[src/rtl/mbgd_pkg.sv]
// Shared types and width helpers for the MBGD error-accumulation stage.
package mbgd_pkg;

    // Default geometry of the datapath
    localparam int DEF_N     = 8;
    localparam int DEF_DW    = 8;
    localparam int DEF_BATCH = 16;

    // Batch controller states
    typedef enum logic {
        ACCUM = 1'b0,
        HOLD  = 1'b1
    } state_t;

    // Accumulator width: exact difference (DW+1) plus headroom for BATCH rows
    function automatic int calc_aw(input int dw, input int batch);
        return dw + 1 + $clog2(batch);
    endfunction

    // Row-count width able to hold the value BATCH itself
    function automatic int calc_cw(input int batch);
        return $clog2(batch + 1);
    endfunction

    // Low bit index of lane 'lane' in a packed vector of w-bit lanes
    function automatic int lane_lo(input int lane, input int w);
        return lane * w;
    endfunction

endpackage

[src/rtl/mbgd_lane_acc.sv]
// One lane of the error accumulator: exact H-Y difference, sign-extended and
// summed across the rows of a mini-batch.
module mbgd_lane_acc
    import mbgd_pkg::*;
#(
    parameter int DW = DEF_DW,
    parameter int AW = calc_aw(DEF_DW, DEF_BATCH)
) (
    input  logic          clk,
    input  logic          resetn,
    input  logic          clear,
    input  logic          en,
    input  logic          first,
    input  logic [DW-1:0] h,
    input  logic [DW-1:0] y,
    output logic [AW-1:0] acc_nxt
);

    logic [AW-1:0] acc;
    logic [DW:0]   diff;
    logic [AW-1:0] diff_ext;

    // Widen by one bit before subtracting so the difference never wraps
    always_comb begin
        diff     = {h[DW-1], h} - {y[DW-1], y};
        diff_ext = {{(AW-DW-1){diff[DW]}}, diff};
        acc_nxt  = first ? diff_ext : acc + diff_ext;
    end

    // The first row of a batch loads instead of adding, so no stale sum leaks in
    always_ff @(posedge clk or negedge resetn) begin
        if (!resetn) begin
            acc <= '0;
        end else if (clear) begin
            acc <= '0;
        end else if (en) begin
            acc <= acc_nxt;
        end
    end

endmodule

[src/rtl/mbgd_err_accum.sv]
// Mini-batch error accumulator: sums H-Y per lane over up to BATCH rows and
// presents the sums with a valid/ready handshake.
module mbgd_err_accum
    import mbgd_pkg::*;
#(
    parameter int N     = DEF_N,
    parameter int DW    = DEF_DW,
    parameter int BATCH = DEF_BATCH,
    parameter int CW    = calc_cw(BATCH),
    parameter int AW    = calc_aw(DW, BATCH)
) (
    input  logic            clk,
    input  logic            resetn,
    input  logic            clear,
    input  logic            in_valid,
    output logic            in_ready,
    input  logic            in_last,
    input  logic [N*DW-1:0] inp_h,
    input  logic [N*DW-1:0] inp_y,
    output logic            out_valid,
    input  logic            out_ready,
    output logic [N*AW-1:0] err_sum,
    output logic [CW-1:0]   row_count
);

    state_t          state;
    logic [CW-1:0]   cnt;
    logic            accept;
    logic            close;
    logic            lane_en;
    logic            first_row;
    logic [N*AW-1:0] sum_nxt;

    // Handshake decode; clear suppresses the lane update of a colliding row
    always_comb begin
        accept    = in_valid && in_ready && (state == ACCUM);
        close     = accept && (in_last || (cnt == CW'(BATCH - 1)));
        lane_en   = accept && !clear;
        first_row = (cnt == '0);
    end

    for (genvar i = 0; i < N; i++) begin : g_lane
        mbgd_lane_acc #(
            .DW (DW),
            .AW (AW)
        ) u_lane (
            .clk     (clk),
            .resetn  (resetn),
            .clear   (clear),
            .en      (lane_en),
            .first   (first_row),
            .h       (inp_h[lane_lo(i, DW) +: DW]),
            .y       (inp_y[lane_lo(i, DW) +: DW]),
            .acc_nxt (sum_nxt[lane_lo(i, AW) +: AW])
        );
    end

    // Batch FSM: counts rows, latches the sums on close and holds them until taken
    always_ff @(posedge clk or negedge resetn) begin
        if (!resetn) begin
            state     <= ACCUM;
            cnt       <= '0;
            in_ready  <= 1'b0;
            out_valid <= 1'b0;
            err_sum   <= '0;
            row_count <= '0;
        end else if (clear) begin
            state     <= ACCUM;
            cnt       <= '0;
            in_ready  <= 1'b1;
            out_valid <= 1'b0;
        end else begin
            case (state)
                ACCUM: begin
                    in_ready <= 1'b1;
                    if (close) begin
                        err_sum   <= sum_nxt;
                        row_count <= cnt + CW'(1);
                        out_valid <= 1'b1;
                        cnt       <= '0;
                        in_ready  <= 1'b0;
                        state     <= HOLD;
                    end else if (accept) begin
                        cnt <= cnt + CW'(1);
                    end
                end
                HOLD: begin
                    in_ready <= 1'b0;
                    if (out_ready) begin
                        out_valid <= 1'b0;
                        in_ready  <= 1'b1;
                        state     <= ACCUM;
                    end
                end
                default: begin
                    state <= ACCUM;
                end
            endcase
        end
    end

endmodule

[config.mk]
export PLATFORM = sky130hd
export DESIGN_NAME = mbgd_err_accum
export DESIGN_NICKNAME = d
export VERILOG_FILES = /design/src/rtl/mbgd_pkg.sv /design/src/rtl/mbgd_lane_acc.sv /design/src/rtl/mbgd_err_accum.sv
export SDC_FILE = /design/constraint.sdc
export NUM_CORES = 1
export LEC_CHECK = 0
export CAP_MARGIN = 15
export CORE_AREA = 8 8 227 229
export CTS_BUF_LIST = sky130_fd_sc_hd__clkbuf_4 sky130_fd_sc_hd__clkbuf_8
export CTS_CLUSTER_SIZE = 24
export DETAILED_ROUTE_END_ITERATION = 8
export DIE_AREA = 0 0 235 237
export SLEW_MARGIN = 20
export SYNTH_ARGS = -nofsm -noshare
export SYNTH_HDL_FRONTEND = slang
export SYNTH_SLANG_ARGS = --single-unit
[constraint.sdc]
create_clock -name clk -period 5.39 [get_ports clk]
set_clock_uncertainty 0.1 [all_clocks]
set_input_delay 1.078 -clock clk [delete_from_list [all_inputs] [get_ports clk]]
set_output_delay 1.078 -clock clk [all_outputs]
set_load 0.01 [all_outputs]
==> impl_metrics.toml <==
[timing]
maxSlewViolCount = 0
hold_viol = 0
period_needed_ns = 4.508
rsz0062_at_grt = "no"
tns_ns = 0
slew_headroom_pct = 40.45
period_share_pct = 83.63
finalSetupViolations = 0
worstMarginPinSlew_ns = 0.8924
whs_ns = 0.3751
max_freq_mhz = 221.8

[clocking]
post_cts_resized = 0
cts_buffer_depth = 3
cts_root_buf = "clkbuf_8"
cts.sinks = 221
cts_tree = "yes"
hold_buffers = 0
cts_setup_buffers = 0
htree_levels = 2
clk-insertion-delay-late_ns = 0.60
path_clk_slew_ns = 0.06
numCtsBuffers = 44

[logic_synthesis]
post-synth-top-area-cell = "dfrtp_1"
yosys.cell_count.top_type = "dfrtp_1"
synth_cell_types = 82
synth_edf_count = 0
synth-seq-area-share_pct = 33.26
synthTopCellsByArea = "dfrtp_1 33%, ha_1 12%, o21ai_0 5.1%"
synth.net_count = 2258
ys_warn_count = 0
synth_area_per_cell_um2 = 8.548
synthCells = 1945
ys_async_sr_fraction_pct = 100.0
netlist_area_mm2 = 0.01663
ys_ff_latch = 221
yosys-top-cells-count = "221 x dfrtp_1, 196 x nor2_1, 191 x nand2_1"
netlist.area_leader.share_pct = 33.26
ys.flop_type = "dfrtp_1"

[die]
die_w_um = 235
start_util_pct = 34.54
die_h_um = 237
io_pins = 245
core_area_mm2 = 0.04814
die-area_mm2 = 0.05570
rows = 81

[global_route]
grt_usage_pct = 16.63
first_global_vias = 14880
grt_pass1_wl_um = 77540
grt_max_degree = 178
antenna_found_initial = 0
global_route.overflow_total = 0

[detailed_routing]
via_count = 14720
routed_wirelength_um = 47030
remaining_drc_errors = 0
wl_per_cell_um = 16.68
viasPerCell = 5.220
dr.first_iter.drc_count = 748
ant_nets = 0
first_pass_iters = 5

[pwr]
peakVddDrop_mv = 0.1588
p_per_area_mw_per_mm2 = 345.7
power.leakage_nw = 9.287

[worst_setup_path]
critPathSlowestCell = "a311oi_2"
r2r-end = "g_lane[7].u_lane.acc[12]"
worstPathArrival_ns = 4.89
worst_path_most_repeated_cell = "inv_1"
r2r_cells = 8
critPathLaunch = "inp_h[56]"
worstSetupEndpointType = "flip-flop"
crit_required_ns = 5.77
startpoint_type = "primary input"
r2r_start = "cnt[0]"
slowest_delay_ns = 0.56
worstPathMaxFanout = 7
r2r_setup_slack_ns = 2.38
critical_path_class = "primary input to flip-flop"
crit_path_cell_trace = "clkdlybuf4s50_1 > inv_1 > ha_1 > inv_1 > fa_1 > nand2_1 > a21oi_1 > o21ai_0 > a311oi_2 > inv_1 > ha_1 > a21o_1 > a21o_1 > a31o_2 > a21oi_1 > xnor2_1 > nand2_1 > a211oi_1"
crit_end = "g_lane[7].u_lane.acc[11]"

[min_path]
hold_path.class = "flip-flop to flip-flop"
min_path_cells = 2

[cells_and_area]
antenna_cells = 0
drive_above_1_share_pct = 6.554
nets = 2480
nFillCells = 4736
area_delta_synth_final_pct = 24.29

[flow_run]
drv_cap = 0

[place]
io_buffer_count = 244
gp_congestion = 0.8526
dpl.hpwl_um = 32890

[run_status]
status = "complete, no violations"
-- worst min path at each step --
stage / startpoint / slack, ns / to
6_report: err_sum[70] / 0.38 / err_sum[70]
5_1_grt: err_sum[71] / 0.40 / err_sum[71]
4_1_cts: err_sum[60] / 0.38 / err_sum[60]
3_5_place_dp: err_sum[70] / 0.37 / err_sum[70]
3_3_place_gp: err_sum[92] / 0.36 / err_sum[92]
2_1_floorplan: state / 0.38 / out_valid
-- where the power goes --
part / internal (W) / leakage (nW) / switching, W
Combinational: 0.00142 / 5.93 / 0.00157
Clock: 0.00115 / 0.515 / 0.000782
Sequential: 0.00199 / 2.84 / 0.000223
Total: 0.00457 / 9.29 / 0.00258
-- logic make-up after synthesis --
kind of cell | after synthesis | synth area share, %
adder cells (fa/ha/maj) | 179 | 14.19
XOR/XNOR | 109 | 5.742
flip-flops | 221 | 33.26
multiplexers | 27 | 1.723
AO/OA/AOI/OAI | 620 | 23.99
buffers and inverters | 215 | 5.373
AND/OR/NAND/NOR | 574 | 15.71
-- sequential cells by signal (all words and copies together) (netlist names) --
signal / cells
err_sum: 104
out_valid: 1
cnt: 5
g_lane.u_lane.acc: 104
state: 1
row_count: 5
in_ready: 1
-- per-layer routing --
metal	track usage (%)	wire length, um
met4	4.910	981
met2	28.70	22670
met5	0	0
met1	21.02	21640
met3	2.999	1741
-- per-stage QoR --
step / setup WS (ns) / instance area [um^2] / power [W] / std cells / util, %
2_1_floorplan: 0.9593 / 16630 / 0.004098 / 1945 / -
3_3_place_gp: 0.4507 / 19680 / 0.005199 / 2743 / 40.88
3_5_place_dp: 0.3082 / 19680 / 0.005255 / 2743 / 40.88
4_1_cts: 0.9733 / 20660 / 0.007258 / 2819 / 42.92
5_1_grt: 0.5685 / 20660 / 0.007686 / 2819 / 42.92
6_report: 0.8824 / 20660 / 0.007144 / 2819 / 42.92
-- final cells by class --
class	instances	area (um^2)	share of cell area [%]
Multi-Input combinational cell	1509	10240	49.55
Sequential cell	221	5530	26.76
Timing Repair Buffer	266	2660	12.87
Clock buffer	65	850.8	4.117
Tap cell	622	778.2	3.766
Inverter	125	469.2	2.271
Clock inverter	11	135.1	0.6540
-- cells in the final DEF (no fill, tap or decap), types with 58 or more instances in the layout --
cell type        netlist  routed
inv_1                125     125
o21ai_0              171     171
ha_1                 163     163
dfrtp_1              221     221
a21oi_1              132     132
nand2_1              191     191
nor2_1               196     194
a211oi_1              97      97
xnor2_1               81      81
clkbuf_8               5      58
clkdlybuf4s50_1        0     242
-- worst max-delay path, delay by kind of cell --
kind / cells / cell delay, ns
fa+ha+maj: 3 / 0.78
compound gates: 8 / 1.89
buf+inv: 4 / 0.80
simple gates: 2 / 0.17
xor+xnor: 1 / 0.15
No activity file was read; power rests on OpenSTA's default activity.
